--- config.mk ---
export PLATFORM = sky130hd
export DESIGN_NAME = round_robin_dispatcher
export DESIGN_NICKNAME = d
export VERILOG_FILES = /design/src/rtl/round_robin_dispatcher.sv
export SDC_FILE = /design/constraint.sdc
export NUM_CORES = 1
export LEC_CHECK = 0
export ABC_AREA = 0
export CORE_MARGIN = 2
export CORE_UTILIZATION = 50
export CTS_CLUSTER_SIZE = 30
export DETAILED_ROUTE_END_ITERATION = 8
export DONT_BUFFER_PORTS = 1
export PLACE_DENSITY = 0.62
export SYNTH_ARGS = -nofsm -noshare
export SYNTH_HDL_FRONTEND = slang
export SYNTH_SLANG_ARGS = --single-unit
export TNS_END_PERCENT = 5
--- constraint.sdc ---
create_clock -name clk -period 6.73 [get_ports clk]
set_input_delay 1.346 -clock clk [delete_from_list [all_inputs] [get_ports clk]]
set_output_delay 1.346 -clock clk [all_outputs]
set_load 0.05 [all_outputs]
--- src/rtl/round_robin_dispatcher.sv ---
// Deals whole packets from one flit stream onto NUM_OUT lanes in round-robin order; 1-cycle accept-to-out_valid.
// Backpressure: in_ready drops when no enabled lane is free (idle) or the locked lane is still full (mid-packet).
module round_robin_dispatcher #(
    parameter int  NUM_OUT = 4,
    parameter int  DATA_W  = 32,
    localparam int PTR_W   = $clog2(NUM_OUT)
) (
    input  logic                      clk,
    input  logic                      rst_n,
    input  logic                      in_valid,
    output logic                      in_ready,
    input  logic [DATA_W-1:0]         in_data,
    input  logic                      in_last,
    input  logic [NUM_OUT-1:0]        out_enable,
    output logic [NUM_OUT-1:0]        out_valid,
    input  logic [NUM_OUT-1:0]        out_ready,
    output logic [NUM_OUT*DATA_W-1:0] out_data,
    output logic [NUM_OUT-1:0]        out_last,
    output logic [15:0]               pkt_count
);

    typedef enum logic {IDLE, LOCKED} state_t;

    state_t                    state_q, state_d;
    logic [PTR_W-1:0]          ptr_q, ptr_d;
    logic [PTR_W-1:0]          lock_idx_q, lock_idx_d;
    logic [NUM_OUT-1:0]        out_valid_q, out_valid_d;
    logic [NUM_OUT*DATA_W-1:0] out_data_q, out_data_d;
    logic [NUM_OUT-1:0]        out_last_q, out_last_d;
    logic [15:0]               pkt_count_q, pkt_count_d;

    logic [NUM_OUT-1:0] lane_free;
    logic               found;
    logic [PTR_W-1:0]   srch_idx;
    logic [PTR_W-1:0]   tgt;
    logic               accept;

    always_comb begin
        int idx;
        idx       = 0;
        lane_free = ~out_valid_q | out_ready;
        found     = 1'b0;
        srch_idx  = '0;
        // Circular search starting at ptr; modulo done by subtraction so any NUM_OUT works.
        for (int k = 0; k < NUM_OUT; k++) begin
            idx = int'(ptr_q) + k;
            if (idx >= NUM_OUT) idx = idx - NUM_OUT;
            if (!found && out_enable[idx] && lane_free[idx]) begin
                found    = 1'b1;
                srch_idx = PTR_W'(idx);
            end
        end
    end

    always_comb begin
        state_d     = state_q;
        ptr_d       = ptr_q;
        lock_idx_d  = lock_idx_q;
        out_valid_d = out_valid_q;
        out_data_d  = out_data_q;
        out_last_d  = out_last_q;
        pkt_count_d = pkt_count_q;

        tgt      = (state_q == LOCKED) ? lock_idx_q : srch_idx;
        in_ready = rst_n && ((state_q == LOCKED) ? lane_free[lock_idx_q] : found);
        accept   = in_valid && in_ready;

        for (int i = 0; i < NUM_OUT; i++) begin
            if (out_ready[i]) out_valid_d[i] = 1'b0;
        end

        // A load overrides the drain, so a lane can empty and refill in one cycle.
        if (accept) begin
            out_valid_d[tgt]                  = 1'b1;
            out_data_d[tgt*DATA_W +: DATA_W]  = in_data;
            out_last_d[tgt]                   = in_last;
            if (in_last) begin
                state_d     = IDLE;
                ptr_d       = (tgt == PTR_W'(NUM_OUT-1)) ? '0 : tgt + 1'b1;
                pkt_count_d = pkt_count_q + 16'd1;
            end else begin
                state_d    = LOCKED;
                lock_idx_d = tgt;
            end
        end
    end

    always_ff @(posedge clk or negedge rst_n) begin
        if (!rst_n) begin
            state_q     <= IDLE;
            ptr_q       <= '0;
            lock_idx_q  <= '0;
            out_valid_q <= '0;
            out_data_q  <= '0;
            out_last_q  <= '0;
            pkt_count_q <= '0;
        end else begin
            state_q     <= state_d;
            ptr_q       <= ptr_d;
            lock_idx_q  <= lock_idx_d;
            out_valid_q <= out_valid_d;
            out_data_q  <= out_data_d;
            out_last_q  <= out_last_d;
            pkt_count_q <= pkt_count_d;
        end
    end

    assign out_valid = out_valid_q;
    assign out_data  = out_data_q;
    assign out_last  = out_last_q;
    assign pkt_count = pkt_count_q;

endmodule

[Word-level counts from Yosys, hierarchy flattened]
Cells that the tools add are included.
Word-level totals
  bits in latches: 0
  ROM bits: 0
  logic and storage cells: 101
  memories: 0
  output and inout bits: 153
  bits in writable memories: 0
  register bits: 157
Cells by class
  multiplexer cells: 51
  eq/ne operators: 1
  $lt $le $gt $ge: 11
  add/subtract/negate cells: 10
  shift operators: 2
  multipliers: 0
  div/mod/pow operators: 0
  reductions and logical operators: 15
  bitwise operators: 4
Operators by type and width (number)
  128-bit bitwise mux: 1
  32-bit by 4-bit < comparator with 1-bit output (second input constant): 4
  32-bit two-way mux: 4
  32-bit by 34-bit variable shift with 128-bit output (first input constant): 1
  32-bit by 34-bit variable part select with 128-bit output: 1
  7-bit negation with 34-bit output: 1
  1-bit two-way mux: 28
  1-bit binary-select mux with 2-bit select: 9
  16-bit by 1-bit adder with 16-bit output (second input constant): 1
  2-bit two-way mux: 6
  3-bit by 3-bit subtractor with 4-bit output (second input constant): 3
  1-bit logical AND: 10
  3-bit greater-or-equal comparator (second input constant): 3
  4-bit OR: 2
  2-bit by 2-bit adder with 3-bit output (second input constant): 2
  2-bit by 3-bit < comparator with 1-bit output (second input constant): 2
  4-bit bitwise mux: 1
  4-bit two-way mux: 1
  4-bit inverter: 1
  2-bit AND reduction: 2
  2-bit by 3-bit subtractor with 4-bit output (second input constant): 1
  2-bit by 1-bit adder with 3-bit output (second input constant): 1
  2-bit by 3-bit greater-or-equal comparator with 1-bit output (second input constant): 1
  1-bit logical NOT: 3
  other kinds (5): 5

[Depth between registers and ports, before layout]
  depth after elaboration: 26
  mapped depth: 11

[Least setup slack after synthesis]
OpenSTA, ideal clock, no wires.
  path kind: input to output
  from: input out_ready[3]
  to: output in_ready
  data arrival time: 3044 ps
  setup slack: 2340 ps
  stages on the path: 6
  required time: 5384 ps
  buffers on the path: 1
  cell sequence: nor2b_1 > mux4_2 > nand2_2 > clkbuf_1 > nand2_1 > a21oi_1
Between the ends
  word-level cells in the longest chain between the ends: 20
RTL lines
  start: declaration: RTL line 16  | input logic [NUM_OUT-1:0] out_ready,
  4-bit OR *: RTL line 41  | lane_free = ~out_valid_q | out_ready;
  1-bit binary-select mux with 2-bit select: RTL line 48  | if (!found && out_enable[idx] && lane_free[idx]) begin
  1-bit two-way mux (implied by the code) (2 in series): RTL line 48
  1-bit logical AND: RTL line 48
  1-bit two-way mux: RTL line 48
  1-bit logical NOT: RTL line 48
  1-bit logical AND (2 in series): RTL line 48
  1-bit two-way mux: RTL line 48
  1-bit logical NOT: RTL line 48
  1-bit logical AND (2 in series): RTL line 48
  1-bit two-way mux: RTL line 48
  1-bit logical NOT: RTL line 48
  1-bit logical AND (2 in series): RTL line 48
  1-bit two-way mux: RTL line 48
  1-bit two-way mux *: RTL line 65  | in_ready = rst_n && ((state_q == LOCKED) ? lane_free[lock_idx_q] : found);
  1-bit logical AND *: RTL line 65
  end: declaration: RTL line 11  | output logic in_ready,
Mark *: on every way between the ends. The rest lies on a longest branch, timed or not. The select of a mux whose other input is x is not followed.

[Final worst setup path]
Ends and elaborated chain as after synthesis.

==> impl_results.md <==
* Outcome: complete, no violations
* Post-synthesis register bit count at 157
* Pin count of the biggest net entering global routing at between 150 and 200
* Clock root cell: sky130_fd_sc_hd__clkbuf_16
* Vias in the first global route at 5040
* Predominant post-synthesis flop cell: sky130_fd_sc_hd__dfrtp_1
* Reported max-cap violation count at 0
* Arrival time at the worst endpoint at 3470 ps
* Buffers from clock root to sink, at most at 2
* Die span in y at 123.7 um
* Final setup viols at 0
* Critical Path End Type: primary output
* Antenna fix cells at 0
* Initial core utilization at 51.45%
* Distinct cell type count of the synthesized netlist at 53
* Number of slew-limit violations in the final report at 0
* Number of DRC violations after detailed routing at 0
* Post-Syn Instances at slightly below 600
* Max-Slew Margin vs Limit at about 22%
* Achievable Freq at 207.5 MHz
* Die area at 15310 um^2
* Final setup margin at around 1900 ps
* Portion of the clock cycle consumed by the worst path in the final layout at 71.62%
* Clock-pin slew reported for the worst setup and hold paths after clock tree synthesis at 60 ps
* Syn Std Cell Area at 7169 um^2
* Number of gates resized after cts at 0
* Setup CP Type: primary input to primary output
* Largest fanout of any net on the critical path at 43
* Average footprint of a synthesized cell at 12.28 um^2
* Clock net sink count at between 150 and 200
* Site row count at 43
* Vias after detailed routing at a little under 5000
* Number of CTS-inserted buffers at 17
* Count of final hold-check violations at 0
* Total core area at between 10000 and 15000 um^2
* Sequential-to-total area share from yosys stat at 54.80%
* Setup TNS at 0 ps
* Floorplan die width at between 100 and 150 um
* Critical path data required time at between 5000 and 6000 ps
* I/O pin count at ~200
* Global-route wire length before repair at around 29000 um
* Antenna Violating Nets Remaining at 0
* Minimum period implied by the final worst setup slack at roughly 4800 ps
* TritonCTS clock tree: done
* Fraction of final layout cells with drive strength greater than 1 at 12.98%
* Cell type with the largest total area after synthesis: sky130_fd_sc_hd__dfrtp_1
* Top cells by area, synth: sky130_fd_sc_hd__dfrtp_1 (55%), sky130_fd_sc_hd__a22o_1 (7.8%), sky130_fd_sc_hd__a32o_1 (4.3%)
* Number of nets produced by synthesis at 636
* Number of design-rule violations left by the first detailed-router iteration at 359
* Worst Setup Start Kind: primary input
* Warnings, synthesis at 0
* H-tree depth reported by CTS at 4
* Post CTS Setup Buffer Count at 0
* Worst setup skew after layout at 7.452 ps
* Slew at the pin closest to its max-slew limit at about 1200 ps
* Routed Wire Length at about 19000 um
* Number of hold buffers added after cts at 0
* DR WL/cell at approximately 25 um
* Fraction of synthesis flops using an asynchronous set or reset pin at 100.0%
* Gpl congestion at 0.7761
* Detailed-route vias per instance at 6.564
* Cell Area, Placed at 7248 um^2
* Number of enable-type register cells in the synthesized netlist at 0
* Share of the synthesized area in the top cell type at a little over half
* Antenna violations before repair at 0
* Total global routing track utilization at 24.64%
* Aggregate global routing overflow at 0
* RSZ-0062 raised after global routing: false
* Length of the first detailed-routing pass in iterations at 5
* Clk Latency, worst-skew pair at roughly 420 ps
* DPL Wire Length at between 10000 and 15000 um
* Final Instance Area at 7860 um^2
* Most common cell after layout, fill and taps aside: sky130_fd_sc_hd__dfrtp_1
* Number of buffers inserted by port buffering at 0
* NumNets Final at 611
* Post-placement setup slack at 1891 ps
* Commonest cells after routing, fill and taps aside: sky130_fd_sc_hd__dfrtp_1 (157), sky130_fd_sc_hd__a22o_1 (64), sky130_fd_sc_hd__nor2b_1 (37)
* Area growth syn-to-layout at 9.634%
* Path type of the worst min-delay path: register to register
## registers in the layout, summed over array words and instances, names as in the netlist
name and flops:
out_data 128, pkt_count 16, out_last 4, out_valid 4
lock_idx_q 2, ptr_q 2, state_q 1
## cell usage after synthesis, drive strengths merged, types with 2 or more instances
cell type	number
dfrtp	157
a22o	64
nand2b	38
nor2b	37
buf	34
and3	33
o2bb2ai	32
a32o	31
nand2	23
clkbuf	17
xor2	14
a2111oi	13
a21oi	10
mux2	10
nand3	9
ha	8
inv	8
a211oi	6
o211ai	6
nand4	4
nor2	3
o21ai	3
or2	3
a41oi	2
and2	2
mux2i	2
## final timing paths
kind	startpoint	end	slack (ps)	cells past startpoint
setup / recovery	out_ready[3]	in_ready	1910	5
hold / removal	lock_idx_q[1]	lock_idx_q[1]	590	1
setup reg to reg	out_valid[1]	out_last[0]	2810	8
hold reg to reg	lock_idx_q[1]	lock_idx_q[1]	590	1
max in group asynchronous	rst_n	out_data[24]	5820	0
min in group asynchronous	rst_n	out_valid[3]	620	0
## cell type report
cell class	count	area, um^2
clock buffer	21	450.4
clock inverter	9	161.4
fill	1151	6075
inverter	8	30.03
multi-input combinational	368	3012
sequential	157	3929
tap	180	225.2
timing repair buffer	7	52.55
## stage by stage
step / hold slack, ps / utilization [%] / instances
6_report: 590.3 / 56.41 / 750
5_1_grt: 600.2 / 56.41 / 750
4_1_cts: 585.7 / 56.41 / 750
3_5_place_dp: 569.8 / 52.02 / 720
3_3_place_gp: 546.9 / 52.02 / 720
2_1_floorplan: 505.8 / - / 584
## cell families (layout without fill, tap and decap cells)
group,Yosys count,count (layout),synth area share (%)
DFF,157,157,54.80
adders and majority gates,8,8,1.396
and+or+nand+nor,156,156,12.83
muxes,13,13,2.164
AOI/OAI and AO/OA,176,176,23.14
xor gates and xnor gates,15,15,1.833
buffers and inverters,59,45,3.839
## metal layers
| metal | track usage (%) | vias to the layer above | part of all wire [%] |
|---|---|---|---|
| li1 | - | 2140 | - |
| met1 | 31.70 | 2555 | 40 |
| met2 | 39.05 | 210 | 49 |
| met3 | 9.203 | 18 | 10 |
| met4 | 7.173 | 0 | 1.2 |
| met5 | 0 | - | 0 |
## critical path, cell delays in order
cell and delay (ps):
sky130_fd_sc_hd__nor2b_1 50, sky130_fd_sc_hd__mux4_2 500, sky130_fd_sc_hd__nand2_2 640, sky130_fd_sc_hd__nand2_1 110, sky130_fd_sc_hd__a21oi_1 820
Power is not shown: default switching activity piles up to over one toggle a cycle in this logic, so the estimate is an artifact.
